==> src/rtl/mc_pkg.sv <==
// rtl/mc_pkg.sv - shared states, opcodes, select constants and control word for multicycle_ctl
package mc_pkg;

  typedef enum logic [3:0] {
    S_IDLE   = 4'd0,
    S_FETCH  = 4'd1,
    S_DECODE = 4'd2,
    S_MEMADR = 4'd3,
    S_MEMRD  = 4'd4,
    S_MEMWB  = 4'd5,
    S_MEMWR  = 4'd6,
    S_REXE   = 4'd7,
    S_RWB    = 4'd8,
    S_BEQ    = 4'd9,
    S_JMP    = 4'd10,
    S_IEXE   = 4'd11,
    S_IWB    = 4'd12
  } state_e;

  localparam logic [5:0] OPC_R    = 6'h00;
  localparam logic [5:0] OPC_LW   = 6'h23;
  localparam logic [5:0] OPC_SW   = 6'h2B;
  localparam logic [5:0] OPC_BEQ  = 6'h04;
  localparam logic [5:0] OPC_J    = 6'h02;
  localparam logic [5:0] OPC_ADDI = 6'h08;

  localparam logic [1:0] ALU_ADD   = 2'd0;
  localparam logic [1:0] ALU_SUB   = 2'd1;
  localparam logic [1:0] ALU_FUNCT = 2'd2;

  localparam logic [1:0] SRCB_B      = 2'd0;
  localparam logic [1:0] SRCB_FOUR   = 2'd1;
  localparam logic [1:0] SRCB_IMM    = 2'd2;
  localparam logic [1:0] SRCB_IMM_SH = 2'd3;

  localparam logic [1:0] PCSRC_ALU    = 2'd0;
  localparam logic [1:0] PCSRC_ALUOUT = 2'd1;
  localparam logic [1:0] PCSRC_JUMP   = 2'd2;

  // Moore control word; irwrite/pcwrite in FETCH and done in MEMWR are
  // qualified by mem_ready in the top level.
  typedef struct packed {
    logic       pcwrite;
    logic       pcwritecond;
    logic       iord;
    logic       memread;
    logic       memwrite;
    logic       irwrite;
    logic       memtoreg;
    logic       regwrite;
    logic       regdst;
    logic       alusrca;
    logic [1:0] alusrcb;
    logic [1:0] pcsource;
    logic [1:0] aluop;
    logic       done;
  } ctrl_t;

endpackage

==> src/rtl/mc_outdec.sv <==
// rtl/mc_outdec.sv - state to control-word decoder; IEXE/IWB decode only when MC_ADDI_EN is defined
module mc_outdec
  import mc_pkg::*;
(
  input  state_e state_i,
  output ctrl_t  ctrl_o
);

  // One control word per state; anything not set stays 0.
  always_comb begin
    ctrl_o = '0;
    case (state_i)
      S_FETCH: begin
        ctrl_o.memread  = 1'b1;
        ctrl_o.irwrite  = 1'b1;
        ctrl_o.pcwrite  = 1'b1;
        ctrl_o.alusrcb  = SRCB_FOUR;
        ctrl_o.aluop    = ALU_ADD;
        ctrl_o.pcsource = PCSRC_ALU;
      end
      S_DECODE: begin
        ctrl_o.alusrcb = SRCB_IMM_SH;
        ctrl_o.aluop   = ALU_ADD;
      end
      S_MEMADR: begin
        ctrl_o.alusrca = 1'b1;
        ctrl_o.alusrcb = SRCB_IMM;
        ctrl_o.aluop   = ALU_ADD;
      end
      S_MEMRD: begin
        ctrl_o.memread = 1'b1;
        ctrl_o.iord    = 1'b1;
      end
      S_MEMWB: begin
        ctrl_o.regwrite = 1'b1;
        ctrl_o.memtoreg = 1'b1;
        ctrl_o.done     = 1'b1;
      end
      S_MEMWR: begin
        ctrl_o.memwrite = 1'b1;
        ctrl_o.iord     = 1'b1;
        ctrl_o.done     = 1'b1;
      end
      S_REXE: begin
        ctrl_o.alusrca = 1'b1;
        ctrl_o.alusrcb = SRCB_B;
        ctrl_o.aluop   = ALU_FUNCT;
      end
      S_RWB: begin
        ctrl_o.regwrite = 1'b1;
        ctrl_o.regdst   = 1'b1;
        ctrl_o.done     = 1'b1;
      end
      S_BEQ: begin
        ctrl_o.alusrca     = 1'b1;
        ctrl_o.alusrcb     = SRCB_B;
        ctrl_o.aluop       = ALU_SUB;
        ctrl_o.pcwritecond = 1'b1;
        ctrl_o.pcsource    = PCSRC_ALUOUT;
        ctrl_o.done        = 1'b1;
      end
      S_JMP: begin
        ctrl_o.pcwrite  = 1'b1;
        ctrl_o.pcsource = PCSRC_JUMP;
        ctrl_o.done     = 1'b1;
      end
`ifdef MC_ADDI_EN
      S_IEXE: begin
        ctrl_o.alusrca = 1'b1;
        ctrl_o.alusrcb = SRCB_IMM;
        ctrl_o.aluop   = ALU_ADD;
      end
      S_IWB: begin
        ctrl_o.regwrite = 1'b1;
        ctrl_o.done     = 1'b1;
      end
`endif
      default: ctrl_o = '0;
    endcase
  end

endmodule

==> src/rtl/multicycle_ctl.sv <==
// rtl/multicycle_ctl.sv - multi-cycle MIPS control FSM; MC_ADDI_EN enables addi (opcode 0x08)
module multicycle_ctl
  import mc_pkg::*;
#(
  parameter int OP_W    = 6,
  parameter int ALUOP_W = 2
) (
  input  logic               clk,
  input  logic               rst_n,
  input  logic [OP_W-1:0]    OP,
  input  logic               mem_ready,
  output logic               PCWrite,
  output logic               PCWriteCond,
  output logic               IorD,
  output logic               MemRead,
  output logic               MemWrite,
  output logic               IRWrite,
  output logic               MemtoReg,
  output logic               RegWrite,
  output logic               RegDst,
  output logic               ALUsrcA,
  output logic [1:0]         ALUsrcB,
  output logic [1:0]         PCSource,
  output logic [ALUOP_W-1:0] ALUop,
  output logic               instr_done,
  output logic               illegal_op,
  output logic [3:0]         state
);

  localparam logic [OP_W-1:0] OP_R_W    = OP_W'(OPC_R);
  localparam logic [OP_W-1:0] OP_LW_W   = OP_W'(OPC_LW);
  localparam logic [OP_W-1:0] OP_SW_W   = OP_W'(OPC_SW);
  localparam logic [OP_W-1:0] OP_BEQ_W  = OP_W'(OPC_BEQ);
  localparam logic [OP_W-1:0] OP_J_W    = OP_W'(OPC_J);
`ifdef MC_ADDI_EN
  localparam logic [OP_W-1:0] OP_ADDI_W = OP_W'(OPC_ADDI);
`endif

  state_e state_q, state_d;
  // MEMADR must pick MEMRD vs MEMWR after OP has stopped being sampled.
  logic   is_lw_q, is_lw_d;
  logic   illegal;
  ctrl_t  ctrl;

  mc_outdec u_outdec (
    .state_i (state_q),
    .ctrl_o  (ctrl)
  );

  // State and load/store flag registers; reset parks the FSM in IDLE.
  always_ff @(posedge clk or negedge rst_n) begin
    if (!rst_n) begin
      state_q <= S_IDLE;
      is_lw_q <= 1'b0;
    end else begin
      state_q <= state_d;
      is_lw_q <= is_lw_d;
    end
  end

  // Next-state logic; unreachable encodings fall back to FETCH.
  always_comb begin
    state_d = state_q;
    is_lw_d = is_lw_q;
    illegal = 1'b0;
    case (state_q)
      S_IDLE:  state_d = S_FETCH;
      S_FETCH: if (mem_ready) state_d = S_DECODE;
      S_DECODE: begin
        is_lw_d = (OP == OP_LW_W);
        if (OP == OP_LW_W || OP == OP_SW_W) state_d = S_MEMADR;
        else if (OP == OP_R_W)              state_d = S_REXE;
        else if (OP == OP_BEQ_W)            state_d = S_BEQ;
        else if (OP == OP_J_W)              state_d = S_JMP;
`ifdef MC_ADDI_EN
        else if (OP == OP_ADDI_W)           state_d = S_IEXE;
`endif
        else begin
          state_d = S_FETCH;
          illegal = 1'b1;
        end
      end
      S_MEMADR: state_d = is_lw_q ? S_MEMRD : S_MEMWR;
      S_MEMRD:  if (mem_ready) state_d = S_MEMWB;
      S_MEMWR:  if (mem_ready) state_d = S_FETCH;
      S_REXE:   state_d = S_RWB;
      S_MEMWB, S_RWB, S_BEQ, S_JMP: state_d = S_FETCH;
`ifdef MC_ADDI_EN
      S_IEXE:   state_d = S_IWB;
      S_IWB:    state_d = S_FETCH;
`endif
      default:  state_d = S_FETCH;
    endcase
  end

  // Drive outputs; only the FETCH writes and the MEMWR done pulse wait on mem_ready.
  always_comb begin
    PCWrite     = ctrl.pcwrite & ~((state_q == S_FETCH) & ~mem_ready);
    IRWrite     = ctrl.irwrite & mem_ready;
    instr_done  = ctrl.done & ~((state_q == S_MEMWR) & ~mem_ready);
    PCWriteCond = ctrl.pcwritecond;
    IorD        = ctrl.iord;
    MemRead     = ctrl.memread;
    MemWrite    = ctrl.memwrite;
    MemtoReg    = ctrl.memtoreg;
    RegWrite    = ctrl.regwrite;
    RegDst      = ctrl.regdst;
    ALUsrcA     = ctrl.alusrca;
    ALUsrcB     = ctrl.alusrcb;
    PCSource    = ctrl.pcsource;
    ALUop       = ALUOP_W'(ctrl.aluop);
    illegal_op  = illegal;
    state       = state_q;
  end

endmodule

==> config.mk <==
export PLATFORM = sky130hd
export DESIGN_NAME = multicycle_ctl
export DESIGN_NICKNAME = d
export VERILOG_FILES = /design/src/rtl/mc_pkg.sv /design/src/rtl/mc_outdec.sv /design/src/rtl/multicycle_ctl.sv
export SDC_FILE = /design/constraint.sdc
export NUM_CORES = 1
export LEC_CHECK = 0
export CORE_AREA = 3 3 40 42
export DETAILED_ROUTE_END_ITERATION = 8
export DIE_AREA = 0 0 43 45
export DONT_BUFFER_PORTS = 1
export PLACE_DENSITY_LB_ADDON = 0.25
export SYNTH_ARGS = -nofsm -noshare
export SYNTH_HDL_FRONTEND = slang
export SYNTH_SLANG_ARGS = --single-unit
==> constraint.sdc <==
create_clock -name clk -period 3.6 [get_ports clk]
set_input_delay 0.72 -clock clk [delete_from_list [all_inputs] [get_ports clk]]
set_output_delay 0.72 -clock clk [all_outputs]
set_load 0.1 [all_outputs]
==> flow_summary.ini, run 1 <==
[clock_tree]
cts_buffers = 3
cts_hold_buf = 0
ctsResizeCount = 0
cts_setup_buffers = 0
cts_tree = done
clock_path_buffers = 2
clkTransAtPathRegs_ps = 40
clk_latency_ps = 240
cts-root-buf = clkbuf_4
htreeDepth = 1
cts.sinks = 5

[setup_path]
critPathRequiredTime_ps = 2880
regToRegSetupSlack_ps = 1800
cp.arrival_ps = 2080
slowest_stage = dfrtp_1
critPathMaxStageDelay_ps = 760
critPathKind = reg -> out
start_kind = register
path_cells = nand2b_1, nor4b_4, or2_2, buf_12
crit_fanout = 21
end_kind = output pin

[layout]
drive_above_1_share_pct = 46.32
postLayoutCellArea_sq_um = 854.6
area_growth_pct = 47.52
nNetsFinal = 105
antenna_cells = 0

[logic_synthesis]
synthFlopType = dfrtp_1
netlist_instances = 79
synth_most_common_cell = nor2_1
syn_area_per_cell_sq_um = 7.333
netlist-cell-type-count = 34
synth_seq_cells = 5
synth_edf_count = 0
netlist_area_sq_um = 579.3
synthTopCellsByArea = dfrtp_1, nor2_1, nand2b_1, a21oi_1, nor4b_4
yosysWarningCount = 0
yosys.area.top_type = dfrtp_1
yosys-top-cells-count = nor2_1, a21oi_1, dfrtp_1, nand2_1, nand2b_1
synth_top_area_share_pct = 21.60
ys_seq_area_share_pct = 21.60
synthArstFlopShare_pct = 100.0
syn-num-nets = 88

[worst_hold_path]
holdCritPathClass = in -> async

[detailed_routing]
top_layer = met4
route.met2.wl_microns = 666
vias_per_cell = 5.545
detail-route-antenna-nets = 0
dr.pass1.iters = 4
wl_per_cell_microns = 12.82
wl_met1_microns = 600
drc_errors = 0
routed-wl-met3_microns = 110
wirelength_microns = 1410
drtIter0Drc = 14
num_vias = 610

[global_routing]
antenna_found_initial = 0
grt_max_degree = 22
track_usage_pct = 15.65
grt_pass1_vias = 570
grt_first_pass_wirelength_microns = 2332
overflow = 0

[timing]
rsz0062_at_grt = no
tightest_slew_ps = 670.3
maxSlewHeadroom_pct = 55.32
drv_slew = 0
setup_viol = 0
fmax_ghz = 0.3573
min_period_over_period_pct = 77.74
finalHoldViolCount = 0
period_minus_slack_ps = 2799
finClkSkew_ps = 0.1519

[status]
status = finished, final reports clean

[placement]
placed_area_sq_um = 828.3
dp_hpwl_microns = 1093
globalplace.congestion = 0.7898
io_buffer_count = 0

[die]
initial_core_util_pct = 45.08
fp.dieH_microns = 45
fp.coreArea_sq_mm = 0.001285
die_area_sq_mm = 0.001935
die_width_microns = 43
ios = 31
num_rows = 13

[run]
cap_violations = 0
## through the flow
| stage | setup WS, ps | utilization, % | std cells | setup TNS, ps | hold WS, ps |
|---|---|---|---|---|---|
| final | 801.3 | 66.50 | 110 | 0 | 169.2 |
| after global placement | 1150 | 64.46 | 106 | 0 | 424.5 |
| after floorplan | -516.6 | - | 79 | -1313 | 424.4 |
| after detailed placement | 1081 | 64.46 | 106 | 0 | 424.5 |
| after CTS | 810.3 | 66.50 | 110 | 0 | 164.1 |
| after global routing | 668.6 | 66.50 | 110 | 0 | 159.8 |
## per-layer routing
| metal | global-route usage [%] | vias up |
|---|---|---|
| li1 | - | 312 |
| met1 | 19.07 | 270 |
| met2 | 26.35 | 23 |
| met3 | 3.586 | 5 |
| met4 | 7.229 | 0 |
| met5 | 0 | - |
## state kept, by name, summed over array words and instances, names as in the netlist
| register | count |
|---|---|
| state | 4 |
| is_lw_q | 1 |
## placed cells by master (no fill, tap or decap), types with 2 or more instances in the layout
cell      count
and3_1        2
a21oi_1       4
nor3_1        3
nand2_1       5
dfrtp_1       4
buf_4        17
nand3_1       3
o21a_1        2
o21ai_0       2
nor4b_4       2
nor2_2        6
buf_12        4
nor4_1        2
or2_2         3
clkbuf_4      3
nand2b_1      5
nor2b_1       3
nor2_1        3
## path summary, 6_finish.rpt
check                          from        to  depth (start not counted)
max                        state[0]   PCWrite                          4
min                           rst_n  state[2]                          0
max reg2reg                state[2]  state[1]                          4
min reg2reg                 is_lw_q   is_lw_q                          1
max in group asynchronous     rst_n  state[2]                          0
min in group clk            is_lw_q   is_lw_q                          1
## area by class of cell
cell class,count,area [sq um]
Fill cell,108,430.4
Clock buffer,4,26.28
Sequential cell,5,126.4
Tap cell,15,18.77
Inverter,1,3.754
Timing Repair Buffer,21,207.7
Multi-Input combinational cell,64,471.7
## kinds of logic (layout without fill, tap and decap cells)
group | after synthesis | count (layout) | synth area share (%)
AO/OA/AOI/OAI | 18 | 18 | 21.60
XOR/XNOR | 2 | 2 | 3.024
buffers and inverters | 10 | 26 | 9.287
flip-flops | 5 | 5 | 21.60
multiplexers | 1 | 1 | 1.944
AND/OR/NAND/NOR | 43 | 43 | 42.55
## worst max-delay path, delay by kind of cell, from the launching register on
family | cells | cell delay, ps
flops | 1 | 760
buf+inv | 1 | 170
simple gates | 3 | 900
Power of run 1 is left out: the tool's default activity adds up to more than one toggle a clock period on the data nets, which glitch-free logic cannot reach.
==> run 2: changes to the inputs <==
clock period = 2.6 ns   (was 3.6 ns; I/O delays follow)
==> run 2 against run 1 <==
Net effect: critical path depth stayed put; wire length is 4.1% higher; critical path type unchanged; global-route usage is 1.4 points higher; flip-flop and latch count stayed put; final area is 9.1% higher; count of clock-buffer cells in the layout stayed put; non-clock buffer count stayed put; critical endpoint is now RegWrite.
==> flow_summary.ini, run 2 (synthesis gave the netlist of run 1 again) <==
[clock_tree]
clock_path_buffers = 2
cts-root-buf = clkbuf_4
htreeDepth = 1
clkTransAtPathRegs_ps = 50
clk_latency_ps = 250
cts_buffers = 3
cts_tree = done
cts.sinks = 5

[placement]
placedCellCount = 105
io_buffer_count = 0
globalplace.congestion = 0.8180
placed_area_sq_um = 895.9
dp_hpwl_microns = 1119

[timing]
tns_ps = 0
period_minus_slack_ps = 2437
finalHoldViolCount = 0
fmax_ghz = 0.4104
setup_viol = 0
drv_slew = 0
maxSlewHeadroom_pct = 66.67
rsz0062_at_grt = no
min_period_over_period_pct = 93.72
finClkSkew_ps = 10.47
tightest_slew_ps = 496.1

[setup_path]
critPathKind = reg -> out
regToRegSetupSlack_ps = 980
cp.arrival_ps = 1920
critPathRequiredTime_ps = 2080
start_kind = register
rr_startpoint = state[0]
slowest_stage = dfrtp_4
r2r_cells = 3
crit_fanout = 20
critPathMaxStageDelay_ps = 580
end_kind = output pin
r2r_end = state[1]
path_cells = nand2b_1, or2_2, a21oi_4, buf_12

[detailed_routing]
drtIter0Drc = 7
vias_per_cell = 5.736
detail-route-antenna-nets = 0
num_vias = 631
dr.pass1.iters = 3
drc_errors = 0
wirelength_microns = 1468
wl_per_cell_microns = 13.35

[die]
fp.coreArea_sq_mm = 0.001285
ios = 31
fp.dieH_microns = 45
num_rows = 13
die_area_sq_mm = 0.001935
die_width_microns = 43
initial_core_util_pct = 45.08

[layout]
final_cell_mix = buf_4, buf_12, nand2_1
nFillCells = 104
largest_register_ffs = 4
drive_above_1_share_pct = 50.53
fin_cells = 110
antenna_cells = 0
postLayoutCellArea_sq_um = 932.1
mostFrequentLayoutCell = buf_4
nNetsFinal = 105
area_growth_pct = 60.91

[status]
status = finished, final reports clean

[global_routing]
track_usage_pct = 17.04
grt_max_degree = 22
grt_first_pass_wirelength_microns = 2449
antenna_found_initial = 0
grt_pass1_vias = 553
overflow = 0

[run]
cap_violations = 0

[worst_hold_path]
min_to = state[2]
hp-start = mem_ready
min_path_cells = 3
holdCritPathClass = in -> reg
[run 2: cell types whose count changed in the layout (fill, tap and decap cells not counted), moves of 2 or more]
cell / previous run / this run
dfrtp_4: 0 / 4
buf_4: 17 / 14
dfrtp_1: 4 / 1
buf_12: 4 / 6
nor2_2: 6 / 4
nor2_4: 1 / 3
[run 2: timing repair]
action	in CTS	in global routing
gates resized for setup	0	0
hold buffers	1	0
buffers inserted	0	0
setup endpoints to repair	0	0
endpoints found under the hold margin	5	0
[run 2: worst max-delay path by stage]
stage	end	slack [ps]	startpoint
4_1_cts	RegWrite	140	state[2]
6_report	RegWrite	160	state[2]
3_5_place_dp	RegWrite	430	state[2]
3_3_place_gp	RegWrite	480	state[2]
2_1_floorplan	PCWrite	-440	state[1]
5_1_grt	RegWrite	70	state[2]
[run 2: critical path, delay by kind of cell (launching register included)]
| kind | cells | cell delay, ps |
|---|---|---|
| buffers and inverters | 1 | 190 |
| AOI/OAI and AO/OA | 1 | 160 |
| and+or+nand+nor | 2 | 730 |
| DFF | 1 | 580 |
[run 2: final cells by class]
cell class              count  area [sq um]  area share (%)
multi-input cells          64         508.0           54.50
clock buffers               4         26.28           2.819
well taps                  15         18.77           2.013
repair buffers             21         235.2           25.23
flip-flops and latches      5         140.1           15.03
inverters                   1         3.754          0.4027
[run 2: layer usage]
metal	wire length, microns	vias to the layer above	global-route usage, %
met3	128	2	5.179
met4	17	0	9.036
met2	747	24	29.04
li1	-	316	-
met5	0	-	0
met1	575	289	19.22
[run 2: metrics by stage]
step	utilization, %	setup slack, ps	hold WS, ps
floorplan	-	-444.0	224.4
global placement	69.72	484.1	224.5
detailed placement	69.72	427.7	224.5
CTS	72.54	144.2	469.4
global route	72.54	72.77	491.4
finish	72.54	163.4	481.8
Power of run 2 is left out for the same reason.
==> run 3: changes to the inputs <==
clock period = 2.25 ns   (was 2.6 ns; I/O delays follow)
==> run 3 against run 2 <==
Net effect: critical path depth stayed put; clock skew is 0.61 ps lower; global-route usage is 6.0 points higher; count of clock-buffer cells in the layout stayed put; via count is 9.2% higher; first-iteration DRC count grew to 3.3 times the previous value; utilization is 9.6 points higher; critical path type unchanged; largest cell class unchanged.
==> flow_summary.ini, run 3 (synthesis gave the netlist of run 1 again) <==
[timing]
fmax_ghz = 0.4625
period_minus_slack_ps = 2162
drv_slew = 0
min_period_over_period_pct = 96.11
rsz0062_at_grt = no
tightest_slew_ps = 328.4
finalHoldViolCount = 0
maxSlewHeadroom_pct = 77.91
setup_viol = 0
finClkSkew_ps = 9.857

[setup_path]
start_kind = register
critPathKind = reg -> out
startpoint = state[2]
critPathTopFamily = simple AND/OR/NAND/NOR gates
critPathRequiredTime_ps = 1800
end_kind = output pin
path_cells = nand2b_2, or2_4, a21oi_4, buf_12
rr_startpoint = state[2]
critPathMaxStageDelay_ps = 520
crit_fanout = 8
cp.arrival_ps = 1710
slowest_stage = dfrtp_4
crit_buf_inv = 1

[detailed_routing]
vias_per_cell = 6.152
wl_per_cell_microns = 17.60
detail-route-antenna-nets = 0
drc_errors = 0
dr.pass1.iters = 4
drtIter0Drc = 23
num_vias = 689
wirelength_microns = 1971

[clock_tree]
cts_setup_buffers = 0
clk_latency_ps = 260
cts.sinks = 5
htreeDepth = 1
clkTransAtPathRegs_ps = 50
ctsResizeCount = 0
cts-root-buf = clkbuf_4
cts_buffers = 3
cts_tree = done
cts_hold_buf = 1
clock_path_buffers = 2

[global_routing]
overflow = 0
grt_pass1_vias = 674
antenna_found_initial = 0
track_usage_pct = 23.07
grt_first_pass_wirelength_microns = 3270
grt_max_degree = 22

[layout]
drive_above_1_share_pct = 54.64
largest_register_ffs = 4
final_cell_mix = buf_12, buf_4, nor2_4, nand2_1
antenna_cells = 0
mostFrequentLayoutCell = buf_12
area_growth_pct = 82.29
ff_latch_area_sq_um = 140.1
post-route-util_pct = 82.18
nFillCells = 76
nNetsFinal = 107
multiInputGateArea_sq_um = 529.3

[run]
cap_violations = 0

[placement]
globalplace.congestion = 0.8191
io_buffer_count = 0
dp_hpwl_microns = 1348

[die]
initial_core_util_pct = 45.08
num_rows = 13
fp.coreArea_sq_mm = 0.001285
die_width_microns = 43
die_area_sq_mm = 0.001935
fp.dieH_microns = 45
ios = 31

[worst_hold_path]
holdCritPathClass = in -> reg
hp-start = OP[4]

[status]
status = finished, final reports clean
## run 3: metrics by stage
step / setup WS [ps] / TNS, ps / instances / hold slack (ps) / area [sq um]
2_1_floorplan: -724.0 / -3147 / 79 / 154.4 / 758.2
3_3_place_gp: 387.5 / 0 / 107 / 154.5 / 1020
3_5_place_dp: 356.7 / 0 / 107 / 154.5 / 1020
4_1_cts: 90.18 / 0 / 112 / 384.8 / 1056
5_1_grt: 29.62 / 0 / 112 / 381.6 / 1056
6_report: 87.61 / 0 / 112 / 377.1 / 1056
## run 3: final timing paths
| check | endpoint | cells past startpoint | slack (ps) |
|---|---|---|---|
| worst max-delay path | RegWrite | 4 | 90 |
| worst min register to register | is_lw_q | 1 | 530 |
| min in group asynchronous | state[2] | 1 | 490 |
| max in group asynchronous | state[1] | 1 | 1510 |
| worst max register to register | state[1] | 4 | 480 |
| worst min-delay path | state[3] | 3 | 380 |
## run 3: area by class of cell
type	count	share of cell area (%)
well taps	15	1.777
clock buffers	4	2.488
multi-input cells	64	50.12
repair buffers	23	31.99
flip-flops and latches	5	13.27
inverters	1	0.3555
## run 3: per-layer routing
metal  track usage (%)  routed length, microns
met3             3.984                     146
met5                 0                       0
met1             23.65                     663
met2             42.22                    1082
met4             16.87                      78
## run 3: worst min-delay path, delay by kind of cell
family             cells  cell delay (ps)
and+or+nand+nor        2               90
AOI/OAI and AO/OA      1               60
Power of run 3 is left out for the same reason.
